`src/rtl/branch_pc_ctrl_pkg.sv`:
```
// Shared encodings and helpers for the PC / branch-resolution stage.
// Imported by branch_pc_ctrl and its flush timer.
package branch_pc_ctrl_pkg;

    typedef enum logic [1:0] {
        BR_NONE = 2'b00,
        BR_BEQ  = 2'b01,
        BR_BNE  = 2'b10,
        BR_JMP  = 2'b11
    } br_type_e;

    typedef enum logic [1:0] {
        ST_BOOT  = 2'b00,
        ST_RUN   = 2'b01,
        ST_FLUSH = 2'b10
    } state_e;

    function automatic int cnt_w(input int n);
        int w;
        w = $clog2(n + 1);
        return (w < 1) ? 1 : w;
    endfunction

    function automatic logic br_taken(input logic [1:0] t, input logic eq);
        logic r;
        r = 1'b0;
        unique case (br_type_e'(t))
            BR_BEQ:  r = eq;
            BR_BNE:  r = ~eq;
            BR_JMP:  r = 1'b1;
            default: r = 1'b0;
        endcase
        return r;
    endfunction

endpackage

```
`src/rtl/branch_pc_ctrl_flush_timer.sv`:
```
// Loadable down-counter for the post-branch bubble window.
// o_done is high while the count is 1, i.e. the last bubble cycle.
module flush_timer
    import branch_pc_ctrl_pkg::*;
#(
    parameter int FLUSH_CYCLES = 2,
    parameter int CNT_W        = cnt_w(FLUSH_CYCLES)
) (
    input  logic clk,
    input  logic rst_n,
    input  logic i_load,
    output logic o_done
);

    logic [CNT_W-1:0] r_cnt;

    always_ff @(posedge clk or negedge rst_n) begin
        if (!rst_n) begin
            r_cnt <= '0;
        end else if (i_load) begin
            r_cnt <= CNT_W'(FLUSH_CYCLES);
        end else if (r_cnt != '0) begin
            r_cnt <= r_cnt - CNT_W'(1);
        end
    end

    assign o_done = (r_cnt == CNT_W'(1));

endmodule

```
`src/rtl/branch_pc_ctrl.sv`:
```
// PC generation and BEQ/BNE/JMP resolution with a fixed-length
// fetch/decode flush after every taken branch.
module branch_pc_ctrl
    import branch_pc_ctrl_pkg::*;
#(
    parameter int              PC_W         = 16,
    parameter logic [PC_W-1:0] RESET_PC     = '0,
    parameter int              FLUSH_CYCLES = 2
) (
    input  logic            clk,
    input  logic            rst_n,
    input  logic            stall,
    input  logic            br_valid,
    input  logic [1:0]      br_type,
    input  logic            br_eq,
    input  logic [PC_W-1:0] br_target,
    output logic            br_ready,
    output logic [PC_W-1:0] pc,
    output logic            pc_valid,
    output logic            flush,
    output logic            taken
);

    state_e          r_state;
    state_e          w_state_nxt;
    logic [PC_W-1:0] r_pc;
    logic [PC_W-1:0] w_pc_nxt;
    logic            r_pc_valid;
    logic            w_pc_valid_nxt;
    logic            r_flush;
    logic            w_flush_nxt;
    logic            r_taken;
    logic            w_taken_nxt;
    logic            w_load;
    logic            w_done;
    logic            w_take;

    flush_timer #(
        .FLUSH_CYCLES (FLUSH_CYCLES)
    ) u_flush_timer (
        .clk    (clk),
        .rst_n  (rst_n),
        .i_load (w_load),
        .o_done (w_done)
    );

    assign w_take = br_valid & br_taken(br_type, br_eq);

    always_comb begin
        w_state_nxt    = r_state;
        w_pc_nxt       = r_pc;
        w_pc_valid_nxt = r_pc_valid;
        w_flush_nxt    = r_flush;
        w_taken_nxt    = 1'b0;
        w_load         = 1'b0;
        unique case (r_state)
            ST_BOOT: begin
                w_state_nxt    = ST_RUN;
                w_pc_valid_nxt = 1'b1;
            end
            ST_RUN: begin
                // a taken branch wins over a stall in the same cycle
                if (w_take) begin
                    w_state_nxt    = ST_FLUSH;
                    w_pc_nxt       = br_target;
                    w_pc_valid_nxt = 1'b0;
                    w_flush_nxt    = 1'b1;
                    w_taken_nxt    = 1'b1;
                    w_load         = 1'b1;
                end else begin
                    w_pc_valid_nxt = 1'b1;
                    w_flush_nxt    = 1'b0;
                    if (!stall) begin
                        w_pc_nxt = r_pc + PC_W'(1);
                    end
                end
            end
            ST_FLUSH: begin
                if (w_done) begin
                    w_state_nxt    = ST_RUN;
                    w_pc_valid_nxt = 1'b1;
                    w_flush_nxt    = 1'b0;
                end
            end
            default: begin
                w_state_nxt = ST_BOOT;
            end
        endcase
    end

    always_ff @(posedge clk or negedge rst_n) begin
        if (!rst_n) begin
            r_state <= ST_BOOT;
        end else begin
            r_state <= w_state_nxt;
        end
    end

    always_ff @(posedge clk or negedge rst_n) begin
        if (!rst_n) begin
            r_pc       <= RESET_PC;
            r_pc_valid <= 1'b0;
            r_flush    <= 1'b0;
            r_taken    <= 1'b0;
        end else begin
            r_pc       <= w_pc_nxt;
            r_pc_valid <= w_pc_valid_nxt;
            r_flush    <= w_flush_nxt;
            r_taken    <= w_taken_nxt;
        end
    end

    assign br_ready = (r_state == ST_RUN);
    assign pc       = r_pc;
    assign pc_valid = r_pc_valid;
    assign flush    = r_flush;
    assign taken    = r_taken;

endmodule

```
`config.mk`:
```
export PLATFORM = sky130hd
export DESIGN_NAME = branch_pc_ctrl
export DESIGN_NICKNAME = d
export VERILOG_FILES = /design/src/rtl/branch_pc_ctrl_pkg.sv /design/src/rtl/branch_pc_ctrl_flush_timer.sv /design/src/rtl/branch_pc_ctrl.sv
export SDC_FILE = /design/constraint.sdc
export NUM_CORES = 1
export LEC_CHECK = 0
export BUFFER_PORTS_ARGS = -buffer_cell sky130_fd_sc_hd__buf_4
export CORE_ASPECT_RATIO = 1.25
export CORE_MARGIN = 2
export CORE_UTILIZATION = 57
export CTS_BUF_LIST = sky130_fd_sc_hd__clkbuf_4 sky130_fd_sc_hd__clkbuf_8
export DETAILED_ROUTE_END_ITERATION = 8
export GPL_TIMING_DRIVEN = 0
export PLACE_DENSITY = 0.87
export SLEW_MARGIN = 30
export SYNTH_ARGS = -nofsm -noshare
export SYNTH_HDL_FRONTEND = slang
export SYNTH_HIERARCHICAL = 1
export SYNTH_SLANG_ARGS = --single-unit
```
`constraint.sdc`:
```
create_clock -name clk -period 3.1 [get_ports clk]
set_input_delay 0.31 -clock clk [delete_from_list [all_inputs] [get_ports clk]]
set_output_delay 0.31 -clock clk [all_outputs]
set_load 0.02 [all_outputs]
```
* Yosys cells after proc, flatten, opt, wreduce, memory -nomap -nowiden
Index checks and enable logic that the tools add are counted.
** Operators by class
- $add $sub $neg :: 2
- Equal/unequal tests :: 9
- Multiplexer cells :: 15
- Bitwise gates (word level) :: 2
- Reductions and logical operators :: 9
** Operator list (number)
- 2-to-1 mux 16 bit :: 2
- adder 16 x 1 -> 16 bit (second input constant) :: 1
- 2-to-1 mux 2 bit :: 4
- AND reduction 2 bit :: 4
- == test 2 x 1 -> 1 bit (second input constant) :: 3
- == test 2 bit (second input constant) :: 3
- inequality test 2 x 1 -> 1 bit (second input constant) :: 3
- one-hot mux 1 bit (3 select lines) :: 2
- one-hot mux 2 bit (3 select lines) :: 1
- nonzero test 2 bit :: 3
- 2-to-1 mux 1 bit :: 5
- nonzero test 3 bit :: 1
- logical NOT 2 bit :: 1
- one-hot mux 1 bit (2 select lines) :: 1
- subtractor 2 x 1 -> 2 bit (second input constant) :: 1
- bitwise AND 1 bit :: 1
- NOT 1 bit :: 1
** Storage, ports and cells
- Register bits after elaboration :: 23
- Input port bits :: 23
- Output and inout bits :: 20
- Word-level logic and storage cells :: 43

* Longest topological paths before layout
Gate-level depths: netlist of the first run.
- Word-level depth :: 6
- Depth in mapped cells :: 6

* By module
Netlist of the first run, hierarchy kept.
** Modules (own cells, without submodules)
- branch_pc_ctrl :: times used 1, cells an instance 142, area each 1300.0 um2, seq. area each 525.5 um2
- flush_timer :: times used 1, cells an instance 11, area each 115.1 um2, seq. area each 50.0 um2

* Worst setup path before layout of the first run
No wires, ideal clock.
- Path kind :: register to register
- Start point :: reg r_pc[0], in the netlist pc[0]
- End point :: reg r_pc[14], in the netlist pc[14]
- Data arrival time :: 1509 ps
- Setup slack :: 1455 ps
- Stages on the path, launching flop included :: 7
- Path buffers :: 1
- Clock period less this slack :: 1645 ps
- Path through :: dfrtp_1 > ha_1 > and3b_1 > clkbuf_1 > nand3_1 > o311ai_1 > nand3_1
** On the way
- Cells in the longest elaborated chain, start to end :: 3
** RTL lines
- from (decl) :: line branch_pc_ctrl.sv:26 : logic [PC_W-1:0] r_pc;
- from (signal assigned) :: line branch_pc_ctrl.sv:106 : r_pc <= w_pc_nxt;
- adder 16 x 1 -> 16 bit :: line branch_pc_ctrl.sv:74 : w_pc_nxt = r_pc + PC_W'(1);
- 2-to-1 mux 16 bit :: line branch_pc_ctrl.sv:73 : if (!stall) begin
- 2-to-1 mux 16 bit :: line branch_pc_ctrl.sv:63 : if (w_take) begin
Every way passes these cells. The select of a mux whose other input is x is not followed.
A chain may end at the register's enable or synchronous reset.

* Final worst setup path of the first run
- Start point :: reg r_state[1]
- End point :: out br_ready
** On the way
- Cells in the longest elaborated chain, start to end :: 1
** RTL lines
- from (decl) :: line branch_pc_ctrl.sv:24 : state_e r_state;
- from (signal assigned) :: line branch_pc_ctrl.sv:95 : r_state <= w_state_nxt;
- == test 2 x 1 -> 1 bit :: line branch_pc_ctrl.sv:113 : assign br_ready = (r_state == ST_RUN);
- to (decl) :: line branch_pc_ctrl.sv:17 : output logic br_ready,
Every way passes these cells.

==> results of run 1 <==
[routing by layer]
metal / up-vias / global-route usage [%] / share of wire, %
met5: - / 0 / 0
met3: 11 / 3.25 / 5.9
met2: 65 / 49.0 / 53
met1: 684 / 30.1 / 39
li1: 682 / - / -
met4: 0 / 15.1 / 2.3
[worst max path at each step]
stage | start | to | slack [ps]
finish | r_state[1]$_DFFE_PN0P_ | br_ready | 920
global route | r_state[1]$_DFFE_PN0P_ | br_ready | 850
CTS | r_state[1]$_DFFE_PN0P_ | br_ready | 950
detailed placement | br_eq | pc[14]$_DFFE_PN0P_ | 1290
global placement | r_state[1]$_DFFE_PN0P_ | br_ready | 1340
floorplan | pc[0]$_DFFE_PN0P_ | pc[14]$_DFFE_PN0P_ | 1460
[power by group]
part / internal, mW / switching [mW]
Sequential: 0.433 / 0.186
Clock: 0.0591 / 0.0890
Combinational: 0.398 / 0.491
[area by class of cell]
type                    instances  area share [%]
clock buffers                   4            1.66
flip-flops and latches         23            31.8
plain buffers                   9            2.56
inverters                      10            2.07
repair buffers                 43            18.0
multi-input cells             111            41.7
well taps                      33            2.28
[stage by stage]
stage	hold slack, ps	area (µm²)	utilization [%]
floorplan	14.4	1420	-
global placement	213	1770	73.8
detailed placement	218	1770	73.8
CTS	269	1810	75.4
global route	297	1810	75.4
finish	272	1810	75.4
[logic make-up after synthesis]
family                   Yosys count  synth area share (%)
buffers and inverters             19                  5.92
AO/OA/AOI/OAI                     51                  24.0
flip-flops                        23                  40.7
adder cells (fa/ha/maj)            3                  2.65
XOR/XNOR                           1                 0.619
multiplexers                       5                  3.80
AND/OR/NAND/NOR                   51                  22.4
[layout by cell type (no fill, tap or decap), drive strengths merged, types with 5 or more instances in the layout]
cell	synthesis	routed
nor2	7	7
mux2i	5	5
nand4	7	7
nand2	7	7
nor3	7	7
inv	9	9
dfrtp	23	23
o22ai	11	11
buf	5	47
a2bb2oi	11	11
nand2b	7	7
clkbuf	4	8
a21oi	13	13
o21ai	8	8
[state kept, by name (all words and copies together), names as in the netlist]
register             flops
flush                    1
pc                      16
taken                    1
u_flush_timer/r_cnt      2
r_state                  2
pc_valid                 1
[what timing repair did]
action / in CTS / in global routing
hold endpoints to repair: 23 / 0
setup endpoints to repair: 0 / 0
hold buffers: 1 / 0
[worst max-delay path: stages (launching register included)]
cell and delay (ps):
dfrtp_1 460, nand2b_1 220, inv_1 190, clkbuf_1 440, buf_4 240
[synthesized netlist by cell type (all sizes together) (7+ instances only)]
library cell  count  area [µm²]
nand2             7        26.3
o21ai             8        40.0
nand4             7        58.8
nand2b            7        43.8
dfrtp            23         576
inv               9        33.8
nor3              7        35.0
a2bb2oi          11        96.3
a21oi            13        68.8
nor2              7        26.3
o22ai            11        68.8
==> out/results.ini, run 1 <==
[sta]
max_freq_ghz=0.458
worst_slew_pin_slew_ps=548
tns_ps=0
timing.final.crit_share_pct=70.5
hold_viol=0
slew_headroom_pct=62.7
setup_viol=0
fin_skew_ps=5.62
finalWorstSetupSlack_ps=916
drv_slew=0
fin_crit_ps=2180
rsz0062_at_grt=false

[die]
core.rowCount=20
die_h_um=59.7
initial_core_util_pct=58.9
die_w_um=48.6
core_um2=2400
ios=43
die-area_um2=2900

[finish]
diodes=0
final_cells=233
num-fill-cells=197
nets=227
layout-drive-gt1-share_pct=28.5
syn_to_final_growth_pct=28.0
seq_area_um2=576
multi_input_area_um2=756

[yosys]
yosysUniqueCellTypes=42
syn_area_um2=1420
synth-async-reset-ratio_pct=100
ys_seq_area_share_pct=40.7
syn_nets=179
post_synth.cell_area_avg_um2=9.25
syn_inst=153
yosys_register_bits=23
ys_warn_count=6
synth_edf_count=0
synth_ff_type=dfrtp_1

[cts]
clk_pin_slew_ps=120
cts_tree=done
clockRootBuffer=clkbuf_4
cts_buffers=3
clkSinkCount=23
htreeDepth=1
cts_resized=0
clock_path_buffers=2
cts_setup_buffers=0
clock_latency_ps=310

[setup_path]
worstPathMaxFanout=10
reg2regPathDepth=6
startpoint_type=flop
endpoint_kind=output port
critPathArrivalTime_ps=1870
r2r_start=pc[0]$_DFFE_PN0P_
reg2reg_to=pc[14]$_DFFE_PN0P_
required_ps=2790
critPathKind=flop to output port
reg2reg_slack_ps=1320

[drt]
drcViolationCount=0
viasPerCell=6.19
ant_nets=0
num_vias=1442
avgRoutedWirePerCell_um=15.8
drt-total-wl_um=3690
first_pass_iters=4
drt_iter0_drc=64

[global_route]
antenna_found_initial=0
grt-ovfl-total=0
gr-usage-all-layers_pct=26.5
grt_pass1_vias=1353
grt_pass1_wl_um=5890
grt_max_degree=24

[power]
power_mw=1.66
cellLeakagePower_nw=0.809
ir_drop_v=0.000494
power_density_nw_per_um2=914

[placement]
place.gp.congestion=0.902
hpwl_um=2760
port_buffers=42
preCtsSetupSlack_ps=1290
dp.cells=228

[run_status]
outcome=finished clean

[min_path]
hold_path_class=input pin to flop
min_from=br_target[7]
holdPathEnd=pc[7]$_DFFE_PN0P_
min_path_cells=3

[job]
drv_cap=0

Power figures use the tool's default switching activity.
==> inputs of run 2 (changes only) <==
--- a/config.mk
+++ b/config.mk
@@ -8,11 +8,11 @@
 export BUFFER_PORTS_ARGS = -buffer_cell sky130_fd_sc_hd__buf_4
 export CORE_ASPECT_RATIO = 1.25
 export CORE_MARGIN = 2
-export CORE_UTILIZATION = 57
+export CORE_UTILIZATION = 48
 export CTS_BUF_LIST = sky130_fd_sc_hd__clkbuf_4 sky130_fd_sc_hd__clkbuf_8
 export DETAILED_ROUTE_END_ITERATION = 8
 export GPL_TIMING_DRIVEN = 0
-export PLACE_DENSITY = 0.87
+export PLACE_DENSITY = 0.78
 export SLEW_MARGIN = 30
 export SYNTH_ARGS = -nofsm -noshare
 export SYNTH_HDL_FRONTEND = slang
==> constraint.sdc (replaced) <==
create_clock -name clk -period 1.94 [get_ports clk]
set_input_delay 0.194 -clock clk [delete_from_list [all_inputs] [get_ports clk]]
set_output_delay 0.194 -clock clk [all_outputs]
set_load 0.02 [all_outputs]
==> run 2 against run 1 <==
Sequential power rose by 61%. Worst setup slack got worse by 700 ps. Flip-flop and latch count did not move. Non-clock buffer count rose by 3. Sequential share of layout area is 0.54 points lower. Global-route usage shrank 2.5 points. Die area rose by 17%. Cell area increased by 1.7%. Register-to-register slack worse by 1100 ps. Clock skew up 1.9 ps. Total power is 63% higher. Critical path type is now flop to flop. Largest cell class unchanged. Highest routed layer unchanged.
==> out/results.ini, run 2 (synthesis gave the netlist of run 1 again) <==
[drt]
avgRoutedWirePerCell_um=16.0
drt-total-wl_um=3830
first_pass_iters=4
num_vias=1462
drt_iter0_drc=48
viasPerCell=6.12
drcViolationCount=0
ant_nets=0

[global_route]
grt.busiest_layer=met2
met3_usage_pct=2.53
gr-usage-all-layers_pct=24.1
grt_max_degree=24
grt-ovfl-total=0
grt_pass1_vias=1410
grt_pass1_wl_um=6290
antenna_found_initial=0
met2_usage_pct=42.7
grt_use_met1_pct=29.8

[setup_path]
critical-path-top-delay-family=flip-flops
crit_top_cell=nand3_1
endpoint_kind=flop
required_ps=2150
critical_path.cell_chain=ha_1 > and3b_1 > clkbuf_1 > nand3_1 > o311ai_1 > nand3_1
crit_buf_inv=1
max_stage_delay_ps=470
crit_slowest_cell=dfrtp_1
startpoint_type=flop
critPathArrivalTime_ps=1940
critPathKind=flop to flop
worstPathMaxFanout=7

[finish]
largest_register_ffs=16
diodes=0
nets=230
fin_area_um2=1840
mostFrequentLayoutCell=buf_4
syn_to_final_growth_pct=30.2
layout-drive-gt1-share_pct=30.5
layout_common_cells=buf_4, dfrtp_1, a21oi_1, o22ai_1, a2bb2oi_1

[power]
ir_drop_v=0.000894
power_density_nw_per_um2=1470
combPwrFrac_pct=54.4
p_clk_share_pct=8.7
switching_share_pct=46.7
cellLeakagePower_nw=0.822
p_sw_mw=1.26
internal_power_mw=1.44
pwr-share-seq_pct=36.9

[placement]
postPlaceCellArea_um2=1780
port_buffers=42
hpwl_um=2760
place.gp.congestion=0.827

[sta]
hold_viol=0
setup_viol=0
tns_ps=0
worst_slew_pin_slew_ps=526
timing.final.crit_share_pct=88.8
max_freq_ghz=0.580
rsz0062_at_grt=false
fin_skew_ps=7.48
fin_crit_ps=1720
slew_headroom_pct=64.2
drv_slew=0

[job]
drv_cap=0

[cts]
clkSinkCount=23
clock_path_buffers=2
clock_latency_ps=320
clockRootBuffer=clkbuf_4
cts_buffers=3
cts_tree=done
clk_pin_slew_ps=140
htreeDepth=1

[die]
ios=43
die_w_um=52.6
initial_core_util_pct=49.4
die_h_um=64.7
die-area_um2=3400
core_um2=2860
core.rowCount=22

[run_status]
outcome=finished clean

[min_path]
hold_path_class=input pin to flop

[run 2: cell count changes in the layout (fill, tap and decap cells not counted)]
cell / before / now
clkinv_2: 0 / 1
clkbuf_4: 5 / 4
inv_1: 9 / 8
buf_4: 43 / 47
clkbuf_1: 3 / 2
clkinvlp_4: 0 / 1
[run 2: per-layer routing]
metal | up-vias | wire, µm
met5 | - | 0
met4 | 0 | 44
met3 | 6 | 275
met2 | 71 | 1920
met1 | 699 | 1590
li1 | 686 | -
[run 2: worst min-delay path, delay by kind of cell]
family,cells,cell delay (ps)
buffers and inverters,1,70
and+or+nand+nor,2,150
[run 2: per-stage QoR]
| step | setup slack (ps) | cells | util, % | hold slack [ps] | power [mW] |
|---|---|---|---|---|---|
| final | 217 | 239 | 64.4 | 140 | 2.70 |
| after global routing | 46.1 | 239 | 64.4 | 162 | 2.89 |
| after CTS | 93.1 | 235 | 63.2 | 152 | 2.64 |
| after floorplan | 295 | 153 | - | -102 | 1.85 |
| after global placement | 246 | 231 | 62.0 | 101 | 2.36 |
| after detailed placement | 239 | 231 | 62.0 | 106 | 2.41 |
[run 2: area by class of cell]
| type | count | area (µm²) |
|---|---|---|
| timing repair buffer | 47 | 355 |
| multi-input combinational | 111 | 756 |
| tap | 36 | 45.0 |
| clock buffer | 3 | 22.5 |
| buffer | 8 | 42.5 |
| fill | 277 | 1020 |
| clock inverter | 1 | 5.00 |
| sequential | 23 | 576 |
| inverter | 10 | 41.3 |
[run 2: final timing paths]
check                                        from                    to  slack [ps]  cells after the start
max reg2reg                     pc[0]$_DFFE_PN0P_    pc[14]$_DFFE_PN0P_         220                      6
max in group asynchronous                   rst_n    pc[15]$_DFFE_PN0P_        1430                      2
min in group asynchronous                   rst_n     flush$_DFFE_PN0P_         280                      2
max                             pc[0]$_DFFE_PN0P_    pc[14]$_DFFE_PN0P_         220                      6
min reg2reg                r_state[0]$_DFFE_PN0P_  pc_valid$_DFFE_PN0P_         530                      1
min                                 br_target[13]    pc[13]$_DFFE_PN0P_         140                      3
[run 2: power groups by stage]
stage,sequential (mW),combinational [mW],clock (mW)
2_1_floorplan,1.16,0.689,0
3_3_place_gp,0.978,1.38,0
3_5_place_dp,0.994,1.42,0
4_1_cts,0.989,1.42,0.232
5_1_grt,1.03,1.60,0.254
6_report,0.997,1.47,0.236
[run 2: timing repair]
action / CTS / global route
gates resized for setup: 0 / 1
buffers inserted: 0 / 4
hold buffers: 1 / 0
gates cloned: 0 / 0
endpoints found under the setup margin: 1 / 1
hold endpoints to repair: 23 / 0
